### config.mk
export PLATFORM = sky130hd
export DESIGN_NAME = lstm_act_unit
export DESIGN_NICKNAME = d
export VERILOG_FILES = /design/src/rtl/lstm_act_unit.sv
export SDC_FILE = /design/constraint.sdc
export NUM_CORES = 2
export LEC_CHECK = 0
export CAP_MARGIN = 20
export CELL_PAD_IN_SITES_DETAIL_PLACEMENT = 0
export CELL_PAD_IN_SITES_GLOBAL_PLACEMENT = 2
export CORE_AREA = 3 3 420 422
export CTS_CLUSTER_SIZE = 24
export DETAILED_ROUTE_END_ITERATION = 8
export DIE_AREA = 0 0 423 425
export PLACE_DENSITY_LB_ADDON = 0.1
export RECOVER_POWER = 25
export SLEW_MARGIN = 10
export SYNTH_ARGS = -nofsm -noshare
export SYNTH_HDL_FRONTEND = slang
export SYNTH_SLANG_ARGS = --single-unit
### constraint.sdc
create_clock -name clk -period 8.5 [get_ports clk]
set_clock_uncertainty 0.2 [all_clocks]
set_input_delay 0.85 -clock clk [delete_from_list [all_inputs] [get_ports clk]]
set_output_delay 0.85 -clock clk [all_outputs]
set_load 0.1 [all_outputs]
### src/rtl/lstm_act_unit.sv
// LSTM activation unit: table-driven sigmoid/tanh with linear interpolation.
// Ports: lut_wr_* table load, in_* sample stream, out_* result stream (valid/ready).
module lstm_act_unit #(
  parameter int DATA_WIDTH = 32,
  parameter int FRAC_BITS  = 16,
  parameter int TAG_WIDTH  = 4
) (
  input  logic                  clk,
  input  logic                  rst,
  input  logic                  lut_wr_en,
  input  logic                  lut_wr_sel,
  input  logic [3:0]            lut_wr_addr,
  input  logic [DATA_WIDTH-1:0] lut_wr_data,
  input  logic                  in_valid,
  output logic                  in_ready,
  input  logic [DATA_WIDTH-1:0] in_data,
  input  logic                  in_func,
  input  logic [TAG_WIDTH-1:0]  in_tag,
  output logic                  out_valid,
  input  logic                  out_ready,
  output logic [DATA_WIDTH-1:0] out_data,
  output logic                  out_func,
  output logic [TAG_WIDTH-1:0]  out_tag
);

  localparam int DW = DATA_WIDTH;
  localparam int FB = FRAC_BITS;
  localparam int PW = DW + 1 + FB;

  localparam logic signed [DW-1:0] ONE     = DW'(1) << FB;
  localparam logic signed [DW-1:0] NEG_ONE = -ONE;
  localparam logic signed [DW-1:0] POS4    = DW'(4) << FB;
  localparam logic signed [DW-1:0] NEG4    = -POS4;

  logic [DW-1:0] sig_tbl  [16];
  logic [DW-1:0] tanh_tbl [16];

  always_ff @(posedge clk) begin
    if (lut_wr_en) begin
      if (lut_wr_sel) tanh_tbl[lut_wr_addr] <= lut_wr_data;
      else            sig_tbl[lut_wr_addr]  <= lut_wr_data;
    end
  end

  logic stall;
  logic acc;

  assign stall    = out_valid & ~out_ready;
  assign in_ready = ~stall;
  assign acc      = in_valid & in_ready;

  // input capture
  logic                 v0;
  logic [DW-1:0]        x0;
  logic                 f0;
  logic [TAG_WIDTH-1:0] t0;

  always_ff @(posedge clk or posedge rst) begin
    if (rst) begin
      v0 <= 1'b0;
      x0 <= '0;
      f0 <= 1'b0;
      t0 <= '0;
    end else if (!stall) begin
      v0 <= acc;
      x0 <= in_data;
      f0 <= in_func;
      t0 <= in_tag;
    end
  end

  // S1: range flags, index/fraction, table reads
  logic          sl_c;
  logic          sh_c;
  logic [FB+2:0] u_c;
  logic [3:0]    idx_c;
  logic [3:0]    idx_p1;
  logic [FB-2:0] frac_c;
  logic [DW-1:0] lo_c;
  logic [DW-1:0] hi_c;

  // Only the low FB+3 bits of x + 4.0 matter for an in-range x.
  assign sl_c   = $signed(x0) < NEG4;
  assign sh_c   = $signed(x0) >= POS4;
  assign u_c    = {x0[FB+2:FB] + 3'b100, x0[FB-1:0]};
  assign idx_c  = u_c[FB+2:FB-1];
  assign idx_p1 = idx_c + 4'd1;
  assign frac_c = u_c[FB-2:0];
  assign lo_c   = f0 ? tanh_tbl[idx_c] : sig_tbl[idx_c];
  assign hi_c   = (idx_c == 4'd15) ? ONE
                : (f0 ? tanh_tbl[idx_p1] : sig_tbl[idx_p1]);

  logic                 v1;
  logic                 f1;
  logic [TAG_WIDTH-1:0] t1;
  logic                 sl1;
  logic                 sh1;
  logic [DW-1:0]        lo1;
  logic [DW-1:0]        hi1;
  logic [FB-2:0]        frac1;

  always_ff @(posedge clk or posedge rst) begin
    if (rst) begin
      v1    <= 1'b0;
      f1    <= 1'b0;
      t1    <= '0;
      sl1   <= 1'b0;
      sh1   <= 1'b0;
      lo1   <= '0;
      hi1   <= '0;
      frac1 <= '0;
    end else if (!stall) begin
      v1    <= v0;
      f1    <= f0;
      t1    <= t0;
      sl1   <= sl_c;
      sh1   <= sh_c;
      lo1   <= lo_c;
      hi1   <= hi_c;
      frac1 <= frac_c;
    end
  end

  // S2: signed difference times unsigned fraction
  logic signed [DW:0]   diff_c;
  logic signed [PW-1:0] prod_c;
  logic                 unused_prod;

  assign diff_c = $signed({hi1[DW-1], hi1}) - $signed({lo1[DW-1], lo1});
  assign prod_c = $signed({{FB{diff_c[DW]}}, diff_c})
                * $signed({{(DW+2){1'b0}}, frac1});

  // Taking this slice is the arithmetic shift right by FB-1,
  // truncated to DW bits.
  assign unused_prod = ^{prod_c[FB-2:0], prod_c[PW-1:DW+FB-1]};

  logic                 v2;
  logic                 f2;
  logic [TAG_WIDTH-1:0] t2;
  logic                 sl2;
  logic                 sh2;
  logic [DW-1:0]        lo2;
  logic [DW-1:0]        p2;

  always_ff @(posedge clk or posedge rst) begin
    if (rst) begin
      v2  <= 1'b0;
      f2  <= 1'b0;
      t2  <= '0;
      sl2 <= 1'b0;
      sh2 <= 1'b0;
      lo2 <= '0;
      p2  <= '0;
    end else if (!stall) begin
      v2  <= v1;
      f2  <= f1;
      t2  <= t1;
      sl2 <= sl1;
      sh2 <= sh1;
      lo2 <= lo1;
      p2  <= prod_c[FB-1 +: DW];
    end
  end

  // S3: add and saturation select
  logic [DW-1:0] res_c;

  always_comb begin
    res_c = lo2 + p2;
    unique case (1'b1)
      sh2:     res_c = ONE;
      sl2:     res_c = f2 ? NEG_ONE : '0;
      default: res_c = lo2 + p2;
    endcase
  end

  always_ff @(posedge clk or posedge rst) begin
    if (rst) begin
      out_valid <= 1'b0;
      out_data  <= '0;
      out_func  <= 1'b0;
      out_tag   <= '0;
    end else if (!stall) begin
      out_valid <= v2;
      out_data  <= res_c;
      out_func  <= f2;
      out_tag   <= t2;
    end
  end

endmodule

-- Yosys cells after proc, flatten, opt, wreduce, memory -nomap -nowiden
Memory sizes are Yosys's and may differ from the RTL's.
Index checks and enable logic that the tools add are counted.
- register bits: 235
- bits in latches: 0
- bits in writable memories: 1024
- memory bits (read-only): 0
- bits of input ports: 79
- output and inout bits: 39
- memories: 2
- $add $sub $neg: 4
- $mul: 1
- div/mod/pow operators: 0
- $lt $le $gt $ge: 2
- eq/ne operators: 1
- shift operators: 0
- mux-type cells: 11
- bitwise gates (word level): 4
- reductions and logical operators: 0
- memory list (memory ; depth ; width ; read ports ; clocked after Yosys merged registers in ; write ports ; line ; RTL):
    sig_tbl ; 16 ; 32 ; 2 ; 0 ; 1 ; 35 ; logic [DW-1:0] sig_tbl [16];
    tanh_tbl ; 16 ; 32 ; 2 ; 0 ; 1 ; 36 ; logic [DW-1:0] tanh_tbl [16];
- operator list (kind ; number):
    32-bit two-way mux ; 4
    32-bit one-hot mux with 2 select lines ; 1
    33-bit by 16-bit multiplier with 47-bit output ; 1
    32-bit by 32-bit subtractor with 33-bit output ; 1
    32-bit adder ; 1
    32-bit by 20-bit greater-or-equal comparator with 1-bit output (second input constant) ; 1
    32-bit by 19-bit less-than comparator with 1-bit output (second input constant) ; 1
    1-bit two-way mux ; 6
    4-bit by 1-bit adder with 4-bit output (second input constant) ; 1
    4-bit == test (second input constant) ; 1
    3-bit adder (second input constant) ; 1
    1-bit AND ; 2
    1-bit NOT ; 2

-- Logic depth before layout (Yosys ltp)
An unclocked memory read counts as a cell.
- depth after elaboration: 5
- mapped depth: 39
- mapped depth without buffers: 38

-- Worst setup path after synthesis
Ideal clock, no wire load.
- path kind: register to register
- from: register lo1[2]
- to: register p2[16]
- library setup time: 131 ps
- arrival: 8006 ps
- required time: 8169 ps
- slack: 164 ps
- cell stages (with the launch flop): 35
- path buffers: 1
- path through: dfrtp_1 -> inv_1 -> ha_1 -> nor2b_1 -> o2111ai_1 -> nand3_1 -> a31o_2 -> a21oi_1 -> o21bai_1 -> a21o_1 -> a21o_1 -> a21oi_1 -> xnor2_1 -> clkbuf_1 -> nand2_1 -> fa_1 -> fa_1 -> fa_1 -> inv_1 -> fa_1 -> fa_1 -> inv_1 -> fa_1 -> inv_1 -> ha_1 -> or3_1 -> o211ai_1 -> a21bo_2 -> nand3_1 -> o21bai_1 -> a221oi_1 -> o21ai_1 -> a21oi_1 -> xor2_1 -> o21ai_1
- word-level cells in the longest chain between the ends: 2
- RTL lines (item ; line ; RTL):
    start: declaration ; 98 ; logic [DW-1:0] lo1;
    start signal: assignment ; 118 ; lo1 <= lo_c;
    32-bit by 32-bit subtractor with 33-bit output ; 129 ; assign diff_c = $signed({hi1[DW-1], hi1}) - $signed({lo1[DW-1], lo1});
    33-bit by 16-bit multiplier with 47-bit output ; 131 ; * $signed({{(DW+2){1'b0}}, frac1});
    end signal: assignment ; 161 ; p2 <= prod_c[FB-1 +: DW];
    end: declaration ; 143 ; logic [DW-1:0] p2;
No other way between the ends.
A chain may end at the register's enable or synchronous reset.

-- Final worst setup path
- from: register hi1[0]
- to: register p2[31]
- word-level cells in the longest chain between the ends: 2
- RTL lines (item ; line ; RTL):
    start: declaration ; 99 ; logic [DW-1:0] hi1;
    start signal: assignment ; 119 ; hi1 <= hi_c;
    32-bit by 32-bit subtractor with 33-bit output ; 129 ;
    33-bit by 16-bit multiplier with 47-bit output ; 131 ;
No other way between the ends.

==> flow_summary.yaml <==
logic_synthesis:
  synth_edf_count: 1024
  ys_seq_elements: 1259
  syn-num-nets: 5724
  synth_area_per_cell_um2: 14.8
  yosysWarningCount: 0
  synthFlopType: "edfxtp_1"
  synth_area_um2: 74400
  ys_async_sr_fraction: 0.187
  yosysSeqAreaShare: 0.492
  ys_types: 85
  syn_inst: 5020
critical_path:
  worstPathArrival_ns: 8.89
  setup.worst_path.class: "reg -> reg"
  cp-end-kind: "register"
  cpPeakStageDelay_ns: 0.53
  crit_path_top_delay_cell: "fa_1"
  worstPathRequired_ns: 8.97
  worstSetupStartpointType: "register"
  crit_path_start: "hi1[0]$_DFFE_PP0N_"
  crit_path_frequent_cell: "fa_1"
  crit_fanout: 4
  r2r_start: "hi1[0]$_DFFE_PP0N_"
clock_network:
  cts_tree: "built"
  cts_sinks: 1259
  h-tree-depth: 4
  clock_latency_ns: 0.77
  root_buffer: "clkbuf_16"
  cts_buffer_depth: 3
  numCtsBuffers: 139
  clk_pin_slew_ns: 0.06
die:
  die_y_um: 425
  io-pin-count: 118
  initial_core_util: 0.429
  die_w_um: 423
  core_um2: 173000
  die-area_um2: 180000
  rows: 153
placement:
  place.detailed.hpwl_um: 137000
  numPortBuffers: 117
  finalWeightedCongestion: 0.817
drt:
  initialDrtViolationCount: 3529
  routed_wl_um: 215000
  routed_via_density: 5.67
  first_pass_iters: 7
  via_count: 44085
  wl_per_cell_um: 27.7
  drc: 0
  antenna_left: 0
timing:
  period_share: 0.991
  finalCriticalPeriod_ns: 8.43
  rsz0062_at_grt: "true"
  slew_headroom: -2.24
  drv_slew: 106
  hold_viol_final: 0
  fmax_mhz: 119
  worst_pin_slew_ns: 4.83
  setup_viol: 0
layout:
  fillers: 14920
  area.growth.synth_to_final_pct: 15.1
  finalCoreUtilization: 0.494
  layout_commonest_cell: "edfxtp_1"
  layout_common_cells: "edfxtp_1 (1024), nand2_1 (642), mux4_2 (640)"
  final_layout_size_suffix_gt1_frac: 0.247
  nNetsFinal: 6049
global_routing:
  grt_pass1_wl_um: 318000
  gr-total-overflow: 0
  antenna_found_initial: 18
  grtUsageTotal: 0.243
  grt_max_degree: 140
  grt_pass1_vias: 46199
job:
  cap_violations: 1
run_status:
  violations: "max-capacitance violations, max-slew violations"
  status: "finished with violations"
min_path:
  worstHoldStart: "t0[0]$_DFFE_PP0N_"
  hp-class: "reg -> reg"
## final timing paths
| path | slack [ns] | to | depth (start not counted) |
|---|---|---|---|
| max | 0.07 | p2[31]$_DFFE_PP0N_ | 38 |
| min | 0.26 | t0[0]$_DFFE_PP0N_ | 2 |
| max reg2reg | 0.07 | p2[31]$_DFFE_PP0N_ | 38 |
| min reg2reg | 0.26 | t0[0]$_DFFE_PP0N_ | 2 |
| max in group asynchronous | 3.61 | x0[17]$_DFFE_PP0N_ | 2 |
| min in group asynchronous | 1.80 | out_data[17]$_DFFE_PP0N_ | 2 |
## worst max-delay path, delay by kind of cell, from the launching register on
family | cells | cell delay, ns
AND/OR/NAND/NOR | 7 | 1.02
adder cells (fa/ha/maj) | 9 | 3.39
buffers and inverters | 8 | 0.68
AO/OA/AOI/OAI | 13 | 2.53
XOR/XNOR | 1 | 0.15
flip-flops | 1 | 0.37
## state kept, by name (all words and copies together), names as in the netlist, 4 cells and up
signal,cells
frac1,15
hi1,32
lo1,32
lo2,32
out_data,32
out_tag,4
p2,32
sig_tbl,512
t0,4
t1,4
t2,4
tanh_tbl,512
x0,32
## Yosys cell counts, types with 3 or more instances
master     number  share of area
a211oi_1        5        0.00050
a21o_1         37         0.0037
a21oi_1       102         0.0069
a21oi_2         3        0.00035
a22o_1         13         0.0015
a31oi_1         6        0.00050
and2_1        205          0.017
and2b_2         4        0.00047
and3_1          6        0.00050
buf_1          60         0.0030
buf_2          10        0.00067
clkbuf_1      217          0.011
dfrtp_1       235          0.079
edfxtp_1     1024           0.41
fa_1          451           0.12
ha_1          174          0.029
inv_1         542          0.027
mux2i_1        63         0.0085
mux4_2        640           0.19
nand2_1       644          0.032
nand2b_1       17         0.0014
nand3_1        22         0.0015
nand4_1        11        0.00092
nor2_1        115         0.0058
nor2b_1        32         0.0027
nor3_1         12        0.00081
nor3b_1         3        0.00030
nor4_1          6        0.00050
o2111ai_1       3        0.00035
o211ai_1        5        0.00050
o21a_1         17         0.0017
o21ai_0       144         0.0097
o21ai_1         6        0.00040
o21bai_1       10         0.0010
o22ai_1         3        0.00025
o31ai_1         5        0.00050
or2_2           4        0.00034
or3_1           4        0.00034
xnor2_1        71         0.0084
xor2_1         35         0.0041
## layer usage
metal / up-vias / track usage / share of wire
met5: - / 0 / 0.00019
met4: 6 / 0.0573 / 0.023
li1: 18882 / - / -
met2: 1279 / 0.417 / 0.51
met3: 227 / 0.0384 / 0.057
met1: 23691 / 0.326 / 0.41
## repair_timing
| action | CTS | global route |
|---|---|---|
| endpoints found under the setup margin | 17 | 22 |
| resized for setup | 82 | 62 |
| cloned | 2 | 1 |
| setup buffers | 12 | 17 |
| pin swaps | 43 | 79 |
| hold buffers | 0 | 0 |
## metrics by stage
stage | worst slack [ns] | instance area [µm²] | TNS, ns | std cells | hold WS (ns)
after floorplan | 0.164 | 74400 | 0 | 5020 | 0.230
after global placement | -0.454 | 80400 | -4.94 | 7494 | 0.251
after detailed placement | -0.586 | 80400 | -5.79 | 7494 | 0.255
after CTS | -0.0471 | 85200 | -0.141 | 7742 | 0.269
after global routing | -0.241 | 85700 | -2.03 | 7766 | 0.286
final | 0.0736 | 85700 | 0 | 7770 | 0.264
## area by class of cell
cell class / count / area (µm²) / share of cell area
Antenna cell: 6 / 15.0 / 0.000175
Clock buffer: 181 / 3780 / 0.0441
Clock inverter: 54 / 459 / 0.00536
Inverter: 542 / 2040 / 0.0238
Multi-Input combinational cell: 2929 / 35600 / 0.415
Sequential cell: 1259 / 36700 / 0.428
Tap cell: 2325 / 2910 / 0.0340
Timing Repair Buffer: 474 / 4220 / 0.0492
## kinds of logic (layout without fill, tap and decap cells)
logic type,Yosys count,count (layout),share of synthesized area
compound gates,392,392,0.0325
xor+xnor,108,108,0.0129
fa+ha+maj,627,627,0.151
buf+inv,832,1251,0.0423
flops,1259,1259,0.492
mux,704,704,0.202
other cells,0,6,0
simple gates,1098,1098,0.0667
Power is not shown: default switching activity piles up to over one toggle a cycle in this logic, so the estimate is an artifact.
==> RTL change: new RTL, config.mk and constraints unchanged <==
Reset style: synchronous (`rst`), changed in 4 clocked blocks.
--- a/src/rtl/lstm_act_unit.sv
+++ b/src/rtl/lstm_act_unit.sv
@@ -55,7 +55,7 @@
   logic                 f0;
   logic [TAG_WIDTH-1:0] t0;
 
-  always_ff @(posedge clk or posedge rst) begin
+  always_ff @(posedge clk) begin
     if (rst) begin
       v0 <= 1'b0;
       x0 <= '0;
@@ -99,7 +99,7 @@
   logic [DW-1:0]        hi1;
   logic [FB-2:0]        frac1;
 
-  always_ff @(posedge clk or posedge rst) begin
+  always_ff @(posedge clk) begin
     if (rst) begin
       v1    <= 1'b0;
       f1    <= 1'b0;
@@ -142,7 +142,7 @@
   logic [DW-1:0]        lo2;
   logic [DW-1:0]        p2;
 
-  always_ff @(posedge clk or posedge rst) begin
+  always_ff @(posedge clk) begin
     if (rst) begin
       v2  <= 1'b0;
       f2  <= 1'b0;
@@ -174,7 +174,7 @@
     endcase
   end
 
-  always_ff @(posedge clk or posedge rst) begin
+  always_ff @(posedge clk) begin
     if (rst) begin
       out_valid <= 1'b0;
       out_data  <= '0;
Function: differs if rst is asserted again (counterexample within 4 cycles, from zero or initial values and one cycle with rst high); with rst held inactive, the same outputs for 4 cycles.
==> RTL change against the unedited design <==
Final cell count up 4.2%. Synthesized area up 0.69%. Sequential cell count unchanged. Cell area up 1.8%. Fmax up 1.1%. Largest cell class is now multi-input gates. Worst setup slack better by 0.094 ns. Wire length up 7.3%. Global-route usage up 1.6 points. Critical path depth down 6. Via count up 6.7%. Critical path type unchanged.
Power is left out: it rests on default switching activity, and per cell area and clock period it moved more than threefold.
==> RTL change: results (changes against the unedited design) <==
The TritonCTS buffer count is 144 (was 139). The start point of the worst hold path is rst (was t0[0]$_DFFE_PP0N_). The worst hold-check path type is input port to flip-flop (was flip-flop to flip-flop).

Most used standard cells in the synthesized netlist: edfxtp_1, mux4_2, nand2_1 (was edfxtp_1, nand2_1, mux4_2). The total number of vias came out at 47018 (was 44085). The global placer's final weighted congestion is 0.830 (was 0.817). The initial antenna violation count came out at 16 (was 18). The fraction of final layout cells with drive strength greater than 1 is 25.2% (was 24.7%). The wire length reported by the detailed router came out at 231000 um (was 215000 um). The worst-skew pair later-pin latency is 0.80 ns (was 0.77 ns). The kind of cell with the highest combined delay on the critical path is adder cells (unchanged). The number of design-rule violations left by the first detailed-router iteration is 3943 (was 3529). The deepest clock path buffer count came to 3 (unchanged). The number of cells produced by synthesis came out at 5350 (was 5020). Top cells by area in the synthesized netlist: edfxtp_1, mux4_2, fa_1, dfxtp_1, nand2_1 (was edfxtp_1, mux4_2, fa_1, dfrtp_1, nand2_1).

The global-route wire length before repair is 339000 um (was 318000 um). The pin count of the biggest net entering global routing is 138 (was 140). The layout net count was 6357 (was 6049).

The number of standard cells in the final layout excluding fillers is 8094 (was 7770). The all-layer global routing usage came out at 25.9% (was 24.3%). The maximum level of the CTS H-tree is 4 (unchanged). The number of cells in the design after placement is 7801 (was 7494).

Status: complete, no violations (was finished with violations). The setup slack at placement came out at -0.306 ns (was -0.586 ns). The post-route fraction of the period consumed by the critical path is 98.0% (was 99.1%). The cell area reported after detailed placement came out at 0.0810 mm^2 (was 0.0804 mm^2). The max-slew headroom at the worst pin is 23.3% (was -224%).

The largest fanout on the critical path is 6 (was 4). The most used flip-flop cell after synthesis is edfxtp_1 (unchanged). The arrival time reported for the critical path endpoint came out at 8.77 ns (was 8.89 ns). The synthesized netlist net count came out at 6054 (was 5724). The post-synthesis async set-or-reset flop share came out at 0% (was 18.7%). The number of input and output port buffers inserted came out at 117 (unchanged). The synthesis warning total is 0 (unchanged). The post-synthesis cell type count came out at 82 (was 85).

The delay of the slowest cell on the worst path is 0.57 ns (was 0.53 ns). The number of global-route vias before repair is 48712 (was 46199). The sequential area share after synthesis came to 47.3% (was 49.2%).

The launch point of the worst path is lo1[10]$_SDFFE_PP0N_ (was hi1[0]$_DFFE_PP0N_). The cell at the root of the clock tree was clkbuf_16 (unchanged). The detailed placer's ending HPWL came out at 144000 um (was 137000 um). The number of synthesized flops with an enable pin is 1024 (unchanged). The final hold slack was 0.190 ns (was 0.264 ns). The first-pass iteration count of the detailed router came out at 5 (was 7).

The slack of the worst reg-to-reg path was 0.17 ns (was 0.07 ns). The cell with the biggest individual delay on the critical path was fa_1 (unchanged). The clock transition at the register clock pins on the worst setup and hold paths after CTS came to 0.06 ns (about the same).
[RTL change: cells by family (layout without fill, tap and decap cells)]
logic type | Yosys count | after routing | synth area share (%)
flip-flops | 1259 | 1259 | 47.3
AND/OR/NAND/NOR | 1232 | 1232 | 7.58
buffers and inverters | 878 | 1294 | 4.46
multiplexers | 674 | 674 | 19.7
adder cells (fa/ha/maj) | 627 | 627 | 15.0
AO/OA/AOI/OAI | 594 | 595 | 4.96
XOR/XNOR | 86 | 86 | 1.01
other | 0 | 2 | 0
[RTL change: area by class of cell]
type / count / area (um^2)
diodes: 2 / 5.00
clock buffers: 182 / 3840
clock inverters: 78 / 896
fillers: 15006 / 86300
inverters: 529 / 1990
multi-input cells: 3214 / 37500
flip-flops and latches: 1259 / 35500
well taps: 2325 / 2910
repair buffers: 505 / 4590
[RTL change: worst paths after layout]
kind                               to  depth (start not counted)
hold / removal    hi1[7]$_SDFFE_PP0N_                          2
setup / recovery  p2[24]$_SDFFE_PP0N_                         32
setup reg to reg  p2[24]$_SDFFE_PP0N_                         32
hold reg to reg       v1$_SDFFE_PP0N_                          2
[RTL change: timing repair]
action	in CTS	in global routing
buffers inserted	11	18
pin swaps	18	149
gates cloned	1	3
setup endpoints to repair	24	26
hold endpoints to repair	0	0
resized for setup	38	187
[RTL change: layer usage]
| layer | GRT usage [%] | wire length, um | vias to the layer above |
|---|---|---|---|
| met5 | 0 | 55 | - |
| met1 | 35.6 | 97100 | 25002 |
| li1 | - | - | 20202 |
| met3 | 3.36 | 13000 | 298 |
| met4 | 6.66 | 5960 | 8 |
| met2 | 43.7 | 115000 | 1508 |
